===== config.mk =====
export PLATFORM = sky130hd
export DESIGN_NAME = dsp_unpack_v4
export DESIGN_NICKNAME = d
export VERILOG_FILES = /design/src/rtl/dsp_unpack_v4.sv
export SDC_FILE = /design/constraint.sdc
export NUM_CORES = 1
export LEC_CHECK = 0
export ABC_AREA = 1
export CORE_MARGIN = 5
export CORE_UTILIZATION = 44
export CTS_BUF_LIST = sky130_fd_sc_hd__clkbuf_8
export CTS_CLUSTER_DIAMETER = 80
export DETAILED_ROUTE_END_ITERATION = 16
export GPL_ROUTABILITY_DRIVEN = 1
export GPL_TIMING_DRIVEN = 0
export PLACE_DENSITY = 0.86
export SYNTH_ARGS = -nofsm -noshare
export SYNTH_HDL_FRONTEND = slang
export SYNTH_SLANG_ARGS = --single-unit

===== constraint.sdc =====
create_clock -name clock -period 3.1 [get_ports clock]
set_input_delay 0.62 -clock clock [delete_from_list [all_inputs] [get_ports clock]]
set_output_delay 0.62 -clock clock [all_outputs]
set_load 0.05 [all_outputs]

===== src/rtl/dsp_unpack_v4.sv =====
// dsp_unpack_v4: serialises the selected 12-bit lanes of a packed 48-bit DSP word, one lane per beat.
// Define DSP_UNPACK_OVF_EN to add the out_ovf port, flagging lane bits lost above `width`.
module dsp_unpack_v4 #(
    parameter int width = 12
) (
    input  logic             clock,
    input  logic             reset,
    input  logic             in_valid,
    output logic             in_ready,
    input  logic [47:0]      in_data,
    input  logic [3:0]       in_mask,
    output logic             out_valid,
    input  logic             out_ready,
    output logic [width-1:0] out_data,
    output logic [1:0]       out_lane,
    output logic             out_last,
`ifdef DSP_UNPACK_OVF_EN
    output logic             out_ovf,
`endif
    output logic [15:0]      word_count
);

    if (width < 1 || width > 12) begin : g_bad_width
        $error("dsp_unpack_v4: width must be in 1..12");
    end

    logic [47:0] buf_q,   buf_d;
    logic [3:0]  pend_q,  pend_d;
    logic [15:0] count_q, count_d;

    logic [1:0]  lane_idx;
    logic [3:0]  lane_bit;
    logic [11:0] lane_full;
    logic        pend_any;
    logic        pend_one;
    logic        beat;
    logic        last_beat;
    logic        accept;
    logic        zero_accept;

    // Lowest pending lane is emitted first.
    always_comb begin
        lane_idx = 2'd0;
        casez (pend_q)
            4'b???1: lane_idx = 2'd0;
            4'b??10: lane_idx = 2'd1;
            4'b?100: lane_idx = 2'd2;
            default: lane_idx = 2'd3;
        endcase
    end

    always_comb begin
        lane_full = buf_q[11:0];
        case (lane_idx)
            2'd0:    lane_full = buf_q[11:0];
            2'd1:    lane_full = buf_q[23:12];
            2'd2:    lane_full = buf_q[35:24];
            default: lane_full = buf_q[47:36];
        endcase
    end

    assign lane_bit    = 4'b0001 << lane_idx;
    assign pend_any    = |pend_q;
    assign pend_one    = pend_any && ((pend_q & (pend_q - 4'd1)) == '0);
    assign beat        = pend_any && out_ready;
    assign last_beat   = beat && pend_one;
    assign in_ready    = !pend_any || last_beat;
    assign accept      = in_valid && in_ready;
    assign zero_accept = accept && (in_mask == '0);

    assign out_valid   = pend_any;
    assign out_lane    = pend_any ? lane_idx : 2'd0;
    assign out_last    = pend_one;
    assign out_data    = pend_any ? lane_full[width-1:0] : '0;
    assign word_count  = count_q;

`ifdef DSP_UNPACK_OVF_EN
    // Shifting by width leaves only the spilled bits; zero when width is 12.
    assign out_ovf = pend_any && (|(lane_full >> width));
`endif

    // A new word's mask overrides the clearing of the retiring word's last bit.
    always_comb begin
        buf_d   = buf_q;
        pend_d  = pend_q;
        count_d = count_q + {15'd0, last_beat} + {15'd0, zero_accept};
        if (beat) begin
            pend_d = pend_q & ~lane_bit;
        end
        if (accept) begin
            buf_d  = in_data;
            pend_d = in_mask;
        end
    end

    always_ff @(posedge clock) begin
        if (reset) begin
            buf_q   <= '0;
            pend_q  <= '0;
            count_q <= '0;
        end else begin
            buf_q   <= buf_d;
            pend_q  <= pend_d;
            count_q <= count_d;
        end
    end

endmodule


* Yosys cells after proc, flatten, opt, wreduce, memory -nomap -nowiden *
Index checks and enable logic that the tools add are counted.

cells by class
  order comparisons = 0
  bitwise gates (word level) = 3
  shift-type cells = 1
  divide/modulo/power cells = 0
  reduce and logical (&&, ||, !) cells = 12
  add/subtract/negate cells = 3
  mux-type cells = 6
  eq/ne operators = 4
  multipliers = 0

operators by type and width
  kind                                              count
  case mux 12 bit (3 select lines)                  1
  adder 16 x 1 -> 16 bit                            2
  2-to-1 mux 12 bit                                 1
  bitwise AND 4 bit                                 2
  zero test 4 bit                                   2
  2-to-1 mux 4 bit                                  2
  case mux 2 bit (3 select lines)                   1
  logical AND 1 bit                                 5
  == test 2 bit, second input constant              2
  inverter 4 bit                                    1
  OR reduction 4 bit                                1
  << shifter 1 x 2 -> 4 bit, first input constant   1
  subtractor 4 x 1 -> 4 bit, second input constant  1
  == test 3 bit, second input constant              1
  == test 2 x 1 -> 1 bit, second input constant     1
  zero test 2 bit                                   1
  2-to-1 mux 2 bit                                  1
  nonzero test 2 bit                                1
  zero test 1 bit                                   1
  logical OR 1 bit                                  1

storage, ports and cells
  register bits after elaboration = 68
  input port bits = 56
  RAM bits = 0
  output and inout port bits = 33
  logic and storage cells = 32
  ROM bits = 0
  memories kept = 0
  latch bits = 0

* Logic depth before layout (Yosys ltp) *
  depth in word-level cells = 9
  mapped depth = 18
  depth with buffers taken out = 16

* Worst setup path before layout *
OpenSTA, ideal clock, no wires.

  path type = register to register
  start = register pend_q[0]
  end = register count_q[10], in the netlist word_count[10]
  stages on the path, launching flop included = 18
  slack = 0.464 ns
  data required time = 3.022 ns
  arrival = 2.558 ns
  setup time = 0.078 ns
  clock period less this slack = 2.636 ns
  path buffers = 2
  cell sequence = dfxtp_1 > buf_6 > nor2_8 > inv_4 > nand2_2 > nand4_4 > nand2_2 > nand2_4 > clkbuf_2 > nor2_1 > fa_1 > ha_1 > nand3_1 > nor3_1 > nand2_1 > nor2_1 > nor2_1 > nor3_1

on the way
  cells in the longest elaborated chain, start to end = 9
  elaborated cells on any way between the ends = 13
  classes of those cells = 3 x add/sub; 1 x bitwise; 9 x reduce/logical

RTL lines
  element                    line  text
  from (decl)                28    logic [3:0] pend_q, pend_d;
  from (signal assigned)     103   pend_q <= pend_d;
  subtractor 4 x 1 -> 4 bit  64    assign pend_one = pend_any && ((pend_q & (pend_q - 4'd1)) == '0);
  bitwise AND 4 bit          64
  zero test 4 bit            64
  logical AND 1 bit          64
  logical AND 1 bit          66    assign last_beat = beat && pend_one;
  logical OR 1 bit *         67    assign in_ready = !pend_any || last_beat;
  via in_ready               9     output logic in_ready,
  logical AND 1 bit *        68    assign accept = in_valid && in_ready;
  logical AND 1 bit *        69    assign zero_accept = accept && (in_mask == '0);
  adder 16 x 1 -> 16 bit *   86    count_d = count_q + {15'd0, last_beat} + {15'd0, zero_accept};
  to (signal assigned)       104   count_q <= count_d;
  to (decl)                  29    logic [15:0] count_q, count_d;

The timed path passes the listed nets; every way through them passes the cells marked *.
A chain may end at the register's enable or synchronous reset.

* Worst setup path after layout *
  start = register pend_q[1]
  end = output port out_last

on the way
  cells in the longest elaborated chain, start to end = 4
  elaborated cells on any way between the ends = 5
  classes of those cells = 1 x add/sub; 1 x bitwise; 3 x reduce/logical

RTL lines
  element                    line  text
  subtractor 4 x 1 -> 4 bit  64
  bitwise AND 4 bit          64
  zero test 4 bit            64
  logical AND 1 bit *        64
  to (decl)                  16    output logic out_last,

Mark *: on every way between the ends. The rest lies on a longest branch, timed or not.

==> key figures <==
Status
  – Outcome: complete, no violations

Power
  – Sw Pwr: 1282 uW
  – Pwr Density: ~740 mW/mm^2
  – Clk pwr share: about a quarter
  – Sequential power share: between 30% and 40%
  – Peak supply drop: slightly below 0.5 mV
  – Leakage: between 0.0015 and 0.002 uW
  – Combinational cell fraction of total power: slightly below 40%
  – Internal: roughly 1900 uW
  – Switching Share: about two fifths

STA
  – RSZ-0062 raised after global routing: false
  – Period utilisation layout: 95.11%
  – Max Slew Vio Count: 0
  – Final setup vio count: 0
  – Fmax achieved: approximately 340 MHz
  – Final Skew: 0.01083 ns
  – Hold Slack: a little under 0.5 ns
  – Final Hold Vio Count: 0
  – Slew headroom: about two thirds
  – Post-route setup TNS: 0 ns
  – Worst Max-Slew Pin Slew: 0.5121 ns
  – Period minus WS final: between 2 and 3 ns

Setup path
  – Worst setup path category: register to primary output
  – Reg2Reg Depth: 17
  – Worst path arrival time: ~2.3 ns
  – Nature of the critical path endpoint: primary output
  – Reg2reg setup slack: around 0.32 ns
  – Reg2reg start: pend_q[0]
  – Critical Path Start Type: register
  – Worst EP required: around 2.5 ns
  – Worst-path fanout max: 10
  – Reg2reg end: word_count[11]

Floorplan
  – Die area: 0.008790 sq mm
  – Num rows: 30
  – Core Region: about 0.0068 sq mm
  – Die height: approximately 94 um
  – IO Count: ~90
  – Die Wd: approximately 94 um
  – Initial Util: a little under half

Synthesis
  – Share of the synthesized area in the top cell type: 44.10%
  – #FFs+latches synth: around 70
  – Syn nets: approximately 500
  – Mapped Area: between 0.003 and 0.004 sq mm
  – Cell taking the most area after synthesis: dfxtp_1
  – Netlist cell types: 30
  – Synthesized instance count: about 430
  – Synth Area per Inst: approximately 7 sq um
  – Post-synthesis sequential area ratio: around 44%
  – Total number of yosys warnings: 0
  – Synth area leaders: dfxtp_1, nor2_1, o21ai_0, nand2_1, inv_1

Clock tree
  – Sink Count: 68
  – CTS tree: done
  – Hold bufs inserted after CTS: 0
  – TritonCTS Buffers: 9
  – Clk_lat worst skew: around 0.35 ns
  – Clock buffer depth: 2
  – Clock slew at reported path FFs: around 0.07 ns
  – CTS H-Tree Depth: 3
  – Clk root buf: clkbuf_8

Routing
  – WL met1: between 4 and 5 mm
  – DR WL met3: 712 um
  – Drt drc: 0
  – Top sig layer: met4
  – Final WL: about 9.4 mm
  – Vias per cell: roughly 5.1
  – DR WL/cell: roughly 15 um
  – Met2 wire length: approximately 4.4 mm
  – 1st-pass router iterations: 4
  – Vias post-DR: about 3.2k
  – DRT antenna net count: 0
  – DRT iter0 DRCs: between 150 and 200

Finish
  – Ant. Diodes: 0
  – Layout cells sized above 1: about 9%
  – Area grow syn2layout: 41.31%
  – Total Nets Final: about 590
  – Layout Cell Area excl Fill: 0.004362 sq mm
  – Non-Filler Instances: roughly 630
  – Fin util: between 60 and 70%

Placed design
  – Placer Congestion: ~0.93
  – Placed Area: 0.004088 sq mm
  – DP HPWL: 6.938 mm
  – Placed cells: roughly 610
  – IO Port Bufs: 88

Global route
  – All-Layer GR Usage: 21.33%
  – Initial antenna violation count: 0
  – First-pass GRT wire length: between 10 and 15 mm
  – Grt total ovfl: 0
  – Vias in the first global route: between 3k and 4k
  – Pin count of the biggest net entering global routing: 13

Job
  – Max Cap Viol: 0

Worst hold path
  – Hold Path Stages: 2
  – Min-delay src: buf_q[39]
  – Worst Hold Endpoint: buf_q[39]
  – Hold Path Class: register to register
[synth_stat cells (all sizes together)]
master,n
a211oi,1
a21oi,12
and3,1
buf,11
clkbuf,11
dfxtp,68
fa,1
ha,1
inv,36
nand2,57
nand3,19
nand4,11
nor2,118
nor3,6
nor3b,1
o211ai,6
o21ai,67
or4,1
xor2,1
[critical path, stage by stage (launching register included)]
cell	delay, ns
dfxtp_1	0.50
nor2_8	0.09
nand2_4	0.13
buf_2	0.25
and3_1	0.20
clkdlybuf4s50_1	0.81
[routing by layer]
| layer | track usage [%] | vias to the layer above |
|---|---|---|
| met5 | 0 | - |
| met4 | 7.702 | 0 |
| met3 | 4.567 | 16 |
| met2 | 35.42 | 125 |
| met1 | 27.12 | 1505 |
| li1 | - | 1600 |
[cells by family after synthesis]
| kind of cell | after synthesis | share of synthesized area (%) |
|---|---|---|
| AO/OA/AOI/OAI | 86 | 14.88 |
| XOR/XNOR | 1 | 0.2838 |
| adder cells (fa/ha/maj) | 2 | 1.054 |
| buffers and inverters | 58 | 9.526 |
| flip-flops | 68 | 44.10 |
| AND/OR/NAND/NOR | 214 | 30.16 |
[worst max-delay path by stage]
| stage | from | end | slack (ns) | depth (start not counted) |
|---|---|---|---|---|
| after floorplan | pend_q[0] | word_count[10] | 0.46 | 17 |
| after global placement | out_ready | word_count[10] | -0.04 | 13 |
| after detailed placement | out_ready | word_count[10] | -0.18 | 13 |
| after CTS | pend_q[0] | out_data[11] | 0.05 | 7 |
| after global routing | out_ready | word_count[13] | 0.005 | 14 |
| final | pend_q[1] | out_last | 0.15 | 5 |
[power groups by stage]
stage	sequential, uW	combinational [uW]	clock, uW
floorplan	1130	879	0
global placement	1130	1270	0
detailed placement	1140	1300	0
CTS	1120	1280	831
global route	1140	1400	863
finish	1120	1290	821
[what timing repair did]
item,CTS,global route
endpoints found under the setup margin,12,12
endpoints found under the hold margin,0,0
pin swaps,0,1
gates cloned,0,0
gates resized for setup,7,11
buffers inserted,0,3
[final cells by class]
cell class                 instances  area (sq um)
tap                               96         120.1
multi-input combinational        303          1450
inverter                          36         137.6
sequential                        68          1361
timing repair buffer              91         910.9
clock buffer                      10         137.6
buffer                            22         156.4
fill                             582          2432
clock inverter                     6         87.58
[cells in the final DEF (no fill, tap or decap), types with 2 or more instances in the layout]
cell type,synthesis,layout
dfxtp_1,68,68
clkinv_2,0,2
clkbuf_2,3,3
buf_4,0,3
buf_6,9,9
bufinv_16,0,2
o21ai_0,54,53
nand4_1,10,10
clkbuf_8,0,10
nand2_1,53,53
clkbuf_1,8,8
nand2_4,2,2
dlymetal6s2s_1,0,6
nand2_2,2,2
nor2_1,116,113
a21oi_1,11,11
o21ai_1,13,14
o211ai_1,6,6
buf_2,2,2
nor2_2,0,3
clkdlybuf4s50_1,0,76
dlygate4sd2_1,0,6
nand3_1,19,19
nor3_1,6,5
clkinv_4,0,2
inv_1,34,34
[through the flow]
step                setup slack [ns]  total power (uW)
finish                        0.1515              3231
global route                0.004835              3398
CTS                          0.04604              3236
detailed placement           -0.1807              2437
global placement            -0.04456              2398
floorplan                     0.4640              2013
[flip-flops by register name (all words and copies together), names as in the netlist]
register,count
pend_q,4
buf_q,48
word_count,16
Power figures use the tool's default switching activity.
